### config.mk
export PLATFORM = sky130hd
export DESIGN_NAME = dds_phase_ctrl
export DESIGN_NICKNAME = d
export VERILOG_FILES = /design/src/rtl/dds_phase_ctrl.sv
export SDC_FILE = /design/constraint.sdc
export NUM_CORES = 1
export LEC_CHECK = 0
export CORE_UTILIZATION = 44
export DETAILED_ROUTE_END_ITERATION = 8
export PLACE_DENSITY = 0.67
export SKIP_LAST_GASP = 1
export SYNTH_ARGS = -nofsm -noshare
export SYNTH_HDL_FRONTEND = slang
export SYNTH_SLANG_ARGS = --single-unit
### constraint.sdc
create_clock -name sys_clk -period 2.6 [get_ports sys_clk]
set_input_delay 0.52 -clock sys_clk [delete_from_list [all_inputs] [get_ports sys_clk]]
set_output_delay 0.52 -clock sys_clk [all_outputs]
set_load 0.02 [all_outputs]
### src/rtl/dds_phase_ctrl.sv
// ---------------------------------------------------------------------------
// dds_phase_ctrl
//
// Turns keypad waveform/frequency settings into a DDS phase stream. The
// settings are registered and compared with the previous sample. Any change
// starts a two-stage FCW computation. The result is held as a pending update
// and then applied to the phase accumulator.
//
// Optional feature macro: DDS_WRAP_SYNC_EN
//   defined   : a pending update is applied only on a phase_wrap pulse, and
//               only when no newer computation is in flight.
//   undefined : a pending update is applied on the edge after it appears.
//
// Ports
//   sys_clk          in   system clock, all logic on the rising edge
//   sys_rst_n        in   asynchronous active-low reset
//   waveform_counter in   [1:0]  waveform select
//   freq_counter     in   [4:0]  coarse frequency index k
//   freq_counter2    in   [4:0]  fine frequency index f
//   rom_addr         out  [ADDR_W+1:0] {wave_active, acc top ADDR_W bits}
//   phase_wrap       out  registered accumulator carry-out pulse
//   upd_pending      out  computed settings waiting to be applied
//   fcw_active       out  [PHASE_W-1:0] FCW driving the accumulator
//
// Qualifier rule: s1_valid_q marks that stage-1 registers hold a fresh
// result for stage 2 to consume on the next edge. upd_pending_q marks that
// fcw_next_q/wave_next_q hold a result not yet applied. There is no
// back-pressure: a newer result overwrites an older one.
// ---------------------------------------------------------------------------
module dds_phase_ctrl #(
  parameter int PHASE_W  = 32,
  parameter int ADDR_W   = 12,
  parameter int BASE_FCW = 10737,
  parameter int FINE_FCW = 86
) (
  input  logic               sys_clk,
  input  logic               sys_rst_n,
  input  logic [1:0]         waveform_counter,
  input  logic [4:0]         freq_counter,
  input  logic [4:0]         freq_counter2,
  output logic [ADDR_W+1:0]  rom_addr,
  output logic               phase_wrap,
  output logic               upd_pending,
  output logic [PHASE_W-1:0] fcw_active
);

  localparam logic [PHASE_W-1:0] BASE_X4  = PHASE_W'(BASE_FCW * 4);
  localparam logic [PHASE_W-1:0] BASE_X5  = PHASE_W'(BASE_FCW * 5);
  localparam logic [PHASE_W-1:0] BASE_X6  = PHASE_W'(BASE_FCW * 6);
  localparam logic [PHASE_W-1:0] BASE_X7  = PHASE_W'(BASE_FCW * 7);
  localparam logic [PHASE_W-1:0] FINE_STEP = PHASE_W'(FINE_FCW);

  // Settings word layout: {wave[11:10], k[9:5], f[4:0]}
  logic [11:0] set_in;
  assign set_in = {waveform_counter, freq_counter, freq_counter2};

  // Change detection
  logic [11:0]        in_q, in_d;
  logic [11:0]        prev_q, prev_d;
  logic               start_q, start_d;
  // Stage 1
  logic               s1_valid_q, s1_valid_d;
  logic [PHASE_W-1:0] s1_coarse_q, s1_coarse_d;
  logic [PHASE_W-1:0] s1_fine_q, s1_fine_d;
  logic [1:0]         s1_wave_q, s1_wave_d;
  // Stage 2 / pending update
  logic [PHASE_W-1:0] fcw_next_q, fcw_next_d;
  logic [1:0]         wave_next_q, wave_next_d;
  logic               upd_pending_q, upd_pending_d;
  // Accumulator and active settings
  logic [PHASE_W-1:0] acc_q, acc_d;
  logic               phase_wrap_q, phase_wrap_d;
  logic [PHASE_W-1:0] fcw_active_q, fcw_active_d;
  logic [1:0]         wave_active_q, wave_active_d;
  logic [ADDR_W+1:0]  rom_addr_q, rom_addr_d;

  logic [PHASE_W-1:0] base_mult;
  logic               apply;

  // Base multiplier M[k[1:0]] = {4,5,6,7}, taken from the sample being computed
  always_comb begin
    base_mult = BASE_X4;
    case (prev_q[6:5])
      2'd0: base_mult = BASE_X4;
      2'd1: base_mult = BASE_X5;
      2'd2: base_mult = BASE_X6;
      2'd3: base_mult = BASE_X7;
      default: base_mult = BASE_X4;
    endcase
  end

`ifdef DDS_WRAP_SYNC_EN
  logic busy;
  // A newer sample anywhere in the compute path makes fcw_next_q stale.
  // Holding the apply off until that result lands keeps intermediate FCWs
  // off the accumulator.
  assign busy  = (in_q != prev_q) | start_q | s1_valid_q;
  assign apply = phase_wrap_q & upd_pending_q & ~busy;
`else
  assign apply = upd_pending_q;
`endif

  always_comb begin
    // Change detection: in_q is this edge's sample, prev_q the one before it
    in_d    = set_in;
    prev_d  = in_q;
    start_d = (in_q != prev_q);

    // Stage 1: prev_q holds the sample that raised start_q
    s1_valid_d  = start_q;
    s1_coarse_d = s1_coarse_q;
    s1_fine_d   = s1_fine_q;
    s1_wave_d   = s1_wave_q;
    if (start_q) begin
      s1_coarse_d = base_mult << prev_q[9:7];
      s1_fine_d   = FINE_STEP * {{(PHASE_W-5){1'b0}}, prev_q[4:0]};
      s1_wave_d   = prev_q[11:10];
    end

    // Stage 2: a new result always wins over an unapplied older one
    fcw_next_d    = fcw_next_q;
    wave_next_d   = wave_next_q;
    upd_pending_d = upd_pending_q;
    if (s1_valid_q) begin
      fcw_next_d    = s1_coarse_q + s1_fine_q;
      wave_next_d   = s1_wave_q;
      upd_pending_d = 1'b1;
    end else if (apply) begin
      upd_pending_d = 1'b0;
    end

    // Accumulator: the carry out of the add becomes next cycle's wrap pulse
    {phase_wrap_d, acc_d} = {1'b0, acc_q} + {1'b0, fcw_active_q};

    fcw_active_d  = fcw_active_q;
    wave_active_d = wave_active_q;
    if (apply) begin
      fcw_active_d  = fcw_next_q;
      wave_active_d = wave_next_q;
    end

    rom_addr_d = {wave_active_q, acc_q[PHASE_W-1 -: ADDR_W]};
  end

  always_ff @(posedge sys_clk or negedge sys_rst_n) begin
    if (!sys_rst_n) begin
      in_q          <= '0;
      prev_q        <= '0;
      start_q       <= 1'b0;
      s1_valid_q    <= 1'b0;
      s1_coarse_q   <= '0;
      s1_fine_q     <= '0;
      s1_wave_q     <= '0;
      fcw_next_q    <= '0;
      wave_next_q   <= '0;
      upd_pending_q <= 1'b0;
      acc_q         <= '0;
      phase_wrap_q  <= 1'b0;
      fcw_active_q  <= BASE_X4;
      wave_active_q <= '0;
      rom_addr_q    <= '0;
    end else begin
      in_q          <= in_d;
      prev_q        <= prev_d;
      start_q       <= start_d;
      s1_valid_q    <= s1_valid_d;
      s1_coarse_q   <= s1_coarse_d;
      s1_fine_q     <= s1_fine_d;
      s1_wave_q     <= s1_wave_d;
      fcw_next_q    <= fcw_next_d;
      wave_next_q   <= wave_next_d;
      upd_pending_q <= upd_pending_d;
      acc_q         <= acc_d;
      phase_wrap_q  <= phase_wrap_d;
      fcw_active_q  <= fcw_active_d;
      wave_active_q <= wave_active_d;
      rom_addr_q    <= rom_addr_d;
    end
  end

  assign rom_addr    = rom_addr_q;
  assign phase_wrap  = phase_wrap_q;
  assign upd_pending = upd_pending_q;
  assign fcw_active  = fcw_active_q;

endmodule

Word level (Yosys, flattened, before mapping)

Index checks and enable logic that the tools add are counted.

Add/subtract/negate cells: 2
Shift operators: 1
Multiply operators: 1
Equal/unequal tests: 4
Muxes and demuxes: 2
Reduce and logical (&&, ||, !) cells: 1

Operators with widths:

| cell                                                                   | number |
|---|---|
| 32-bit one-hot mux with 4 select lines                                 | 1 |
| 32-bit by 32-bit adder with 33-bit output                              | 1 |
| 32-bit by 12-bit adder with 32-bit output                              | 1 |
| 32-bit by 3-bit left shift with 32-bit output                          | 1 |
| 12-bit inequality test                                                 | 1 |
| 6-bit by 5-bit multiplier with 11-bit output (first input constant)    | 1 |
| 2-bit equality test (second input constant)                            | 2 |
| 2-bit by 1-bit equality test with 1-bit output (second input constant) | 1 |
| 2-bit zero test                                                        | 1 |
| 1-bit 2-to-1 mux                                                       | 1 |

Input port bits: 14
Flip-flop bits (word level): 187

Logic depth before layout (Yosys ltp)

Depth after elaboration: 3
Mapped depth: 12

Least setup slack after synthesis

Ideal clock, no wire load.

Path type: reg2reg
Start: register prev_q[2]
End: register s1_fine_q[11]
Path buffers: 0
Stages on the path, launching flop included: 11
Setup slack: -46 ps
Setup time: 82 ps
Required time: 2518 ps
Data arrival time: 2564 ps
Period minus slack after synthesis: 2646 ps
Cell sequence: dfrtp_1 ha_1 ha_1 fa_1 ha_1 nand2_1 o21bai_1 a21o_1 a21oi_1 or3_1 a31oi_1

Cells in the longest elaborated chain, start to end: 1

RTL lines:

| element                                      | RTL line | text |
|---|---|---|
| start: declaration                           | 59       | `logic [11:0] prev_q, prev_d;` |
| start signal: assignment                     | 164      | `prev_q <= prev_d;` |
| 6-bit by 5-bit multiplier with 11-bit output | 116      | `s1_fine_d = FINE_STEP * {{(PHASE_W-5){1'b0}}, prev_q[4:0]};` |
| end signal: assignment                       | 168      | `s1_fine_q <= s1_fine_d;` |
| end: declaration                             | 64       | `logic [PHASE_W-1:0] s1_fine_q, s1_fine_d;` |

No other way between the ends.
A chain may end at the register's enable or synchronous reset.

Worst setup path in the final report

Start: register prev_q[4]
End: register s1_fine_q[11]

Same word-level chain as after synthesis.

==> impl_metrics.py <==
metrics = {
    "global_routing": {
        "overflow": 0,
        "grt_max_degree": 64,
        "grt.total_usage_pct": 18.61,
        "grt_pass1_wl_um": 29840,
        "antenna_found_initial": 0,
        "grt_pass1_vias": 6047,
    },
    "sta": {
        "finClkSkew_ps": 8.760,
        "slew_viol_final": 0,
        "worst_slew_pin_slew_ps": 771.3,
        "fin_crit_ps": 2607,
        "final.setup.worst_slack_ps": -6.896,
        "fmax_mhz": 383.6,
        "finalHoldViolCount": 0,
        "rsz0062_at_grt": "yes",
        "relSlewSlack_pct": 48.58,
        "finalSetupViolCount": 1,
        "fin_crit_sh_pct": 100.3,
    },
    "detailed_routing": {
        "post_drt_wl_per_cell_um": 15.17,
        "vias_per_cell": 5.406,
        "dr.max_layer_used": "met4",
        "wl_met3_um": 554,
        "wl_met1_um": 8074,
        "final_antenna_net_count": 0,
        "finalWirelength_um": 17590,
        "via_count": 6265,
        "wl_met2_um": 8637,
        "post-route-drc-count": 0,
        "dr.first_iter.drc_count": 308,
        "dr.pass1.iters": 5,
    },
    "final_layout": {
        "final_util_pct": 53.60,
        "nets": 957,
        "multi_input_area_mm2": 0.004441,
        "area_growth_syn_to_layout_pct": 19.27,
        "drive_gt1_share_pct": 18.46,
        "nFillCells": 1685,
        "antenna_cells": 0,
        "fin_area_mm2": 0.01043,
        "regArea_mm2": 0.004141,
    },
    "clock_tree": {
        "cts-root-buf": "clkbuf_16",
        "cts_buffers": 17,
        "cts_tree": "yes",
        "clock_path_buffers": 2,
        "worstSkewPairLatency_ps": 430,
        "cts.sinks": 165,
        "h-tree-depth": 4,
        "path_clk_slew_ps": 70,
    },
    "yosys": {
        "netlist_top_cells_area": "dfrtp_1 45%, ha_1 8.0%, mux2_2 6.3%",
        "synth_most_common_cell": "dfrtp_1",
        "synth_common_cells": "157 x dfrtp_1, 71 x a21oi_1, 56 x ha_1",
        "synth_flop_cell": "dfrtp_1",
        "post-synth-top-area-fraction_pct": 44.92,
        "synth_edf_count": 0,
        "synth-seq-cells": 165,
        "syn_area_mm2": 0.008746,
        "synth_cell_types": 78,
        "syn_inst": 816,
        "avgSynthCellArea_um2": 10.72,
        "ys_seq_area_share_pct": 47.32,
        "async_flop_share_pct": 100.0,
        "yosysWarnings": 0,
        "synth_area_leader_cell": "dfrtp_1",
    },
    "pwr": {
        "switching_share_pct": 36.88,
        "internal_power_w": 0.006951,
        "peakVddDrop_mv": 0.5509,
        "p_leak_nw": 4.551,
        "seq_power_share_pct": 33.0,
        "p_sw_w": 0.004061,
        "power.density_mw_per_mm2": 1056,
        "combPwrFrac_pct": 43.1,
        "clock_power_share_pct": 23.9,
    },
    "run_status": {
        "status": "finished with violations",
        "violations": "setup timing",
    },
    "hold_path": {
        "min_delay_path_depth": 0,
        "hp-class": "flip-flop to flip-flop",
        "hold_end": "rom_addr[1]",
        "hold_path_startpoint": "acc_q[21]",
    },
    "die": {
        "die_area_mm2": 0.02044,
        "coreArea_mm2": 0.01946,
        "rows": 51,
        "die_w_um": 143.0,
        "io-pin-count": 62,
        "start_util_pct": 44.94,
        "die_y_um": 143.0,
    },
    "setup_path": {
        "cp-end-kind": "flip-flop",
        "worstReg2RegEnd": "s1_fine_q[11]",
        "start_kind": "flip-flop",
        "worst_ep_required_time_ps": 2950,
        "r2r_start": "prev_q[4]",
        "rr_worst_depth": 10,
        "path_max_fanout": 3,
        "critPathKind": "flip-flop to flip-flop",
        "cp.arrival_ps": 2960,
        "reg2reg_slack_ps": -7,
    },
    "flow_run": {
        "max_cap_viol_count": 0,
    },
    "placed_design": {
        "dp.final_hpwl_um": 12710,
        "place_area_mm2": 0.009628,
        "place_congestion": 0.8660,
        "portBuffers": 54,
        "dp_slack_ps": -78.63,
    },
}
cell families (layout without fill, tap and decap cells):
| kind of cell | after synthesis | after routing | synth area share (%) |
|---|---|---|---|
| muxes | 56 | 56 | 7.110 |
| DFF | 165 | 165 | 47.32 |
| and+or+nand+nor | 194 | 194 | 10.89 |
| buffers and inverters | 70 | 142 | 3.562 |
| xor gates and xnor gates | 56 | 56 | 5.608 |
| adders and majority gates | 62 | 62 | 9.385 |
| AOI/OAI and AO/OA | 212 | 212 | 16.08 |
| other | 1 | 7 | 0.04288 |
worst max-delay path: stages, from the launching register on:
cell and delay [ps]:
dfrtp_2 450, ha_4 180, fa_1 530, ha_4 220, ha_4 290, nand2_4 50, o21bai_1 130, a21o_1 170
a21oi_2 60, or3_1 300, a31oi_1 160
what timing repair did:
item | CTS | global route
endpoints found under the hold margin | 9 | 0
endpoints found under the setup margin | 3 | 4
pin swaps | 12 | 9
setup buffers | 2 | 3
resized for setup | 13 | 15
hold buffers | 1 | 0
how the worst max path moves through the flow:
stage,from,endpoint,slack (ps),depth (start not counted)
after floorplan,prev_q[4],s1_fine_q[11],10,10
after global routing,prev_q[4],s1_fine_q[10],-140,10
after detailed placement,prev_q[4],s1_fine_q[11],-80,10
final,prev_q[4],s1_fine_q[11],-7,10
after global placement,prev_q[4],s1_fine_q[11],-20,10
after CTS,prev_q[4],s1_fine_q[11],-50,12
layer usage:
| metal | track usage (%) | vias to the layer above |
|---|---|---|
| li1 | - | 3075 |
| met1 | 23.91 | 3066 |
| met2 | 31.19 | 99 |
| met3 | 3.488 | 25 |
| met4 | 6.848 | 0 |
| met5 | 0 | - |
stage by stage:
step	setup TNS, ps	power, W	instances	hold WS, ps
after floorplan	0	0.007064	822	224.4
after global placement	-19.25	0.008222	1121	363.4
after detailed placement	-127.7	0.008322	1121	361.8
after CTS	-76.40	0.01104	1156	385.1
after global routing	-295.9	0.01175	1159	398.7
final	-6.896	0.01101	1159	382.4
area by class of cell:
| class | instances | share of cell area [%] |
|---|---|---|
| clock buffers | 19 | 4.342 |
| clock inverters | 13 | 1.655 |
| inverters | 28 | 1.008 |
| multi-input cells | 587 | 42.57 |
| flip-flops and latches | 165 | 39.70 |
| well taps | 265 | 3.179 |
| repair buffers | 82 | 7.545 |
sequential cells by signal (all words and copies together) (netlist names), 2 cells and up:
signal	cells
in_q	12
acc_q	32
fcw_next_q	25
s1_coarse_q	24
wave_active_q	2
s1_wave_q	2
rom_addr	14
s1_fine_q	11
prev_q	12
wave_next_q	2
fcw_active	25
power groups by stage:
stage	clock network (W)	registers (W)	logic [W]
after floorplan	0	0.00376	0.00331
after global placement	0	0.00367	0.00455
after detailed placement	0	0.00369	0.00463
after CTS	0.00269	0.00365	0.00470
after global routing	0.00278	0.00371	0.00526
final	0.00263	0.00364	0.00475
cells in the final DEF, fill, tap and decap left out, drive strengths merged, types with 4 or more instances in the layout:
cell             n
o21ai           42
nand2           53
a22oi            5
or3              8
dfstp            8
clkbuf          19
clkinv           4
inv             31
o2bb2ai          5
nor2            51
conb             7
mux2i            7
dfrtp          157
nor3            11
and3            13
a21o            17
o21a             6
xnor2           35
a21oi           73
ha              56
xor2            21
buf             28
fa               6
a211oi          10
mux2            49
o311ai           4
o211ai           4
nand3           24
clkdlybuf4s50   53
nand4            9
nand2b           4
o21bai           4
nor2b            5
a31oi           17
Power figures use the tool's default switching activity.
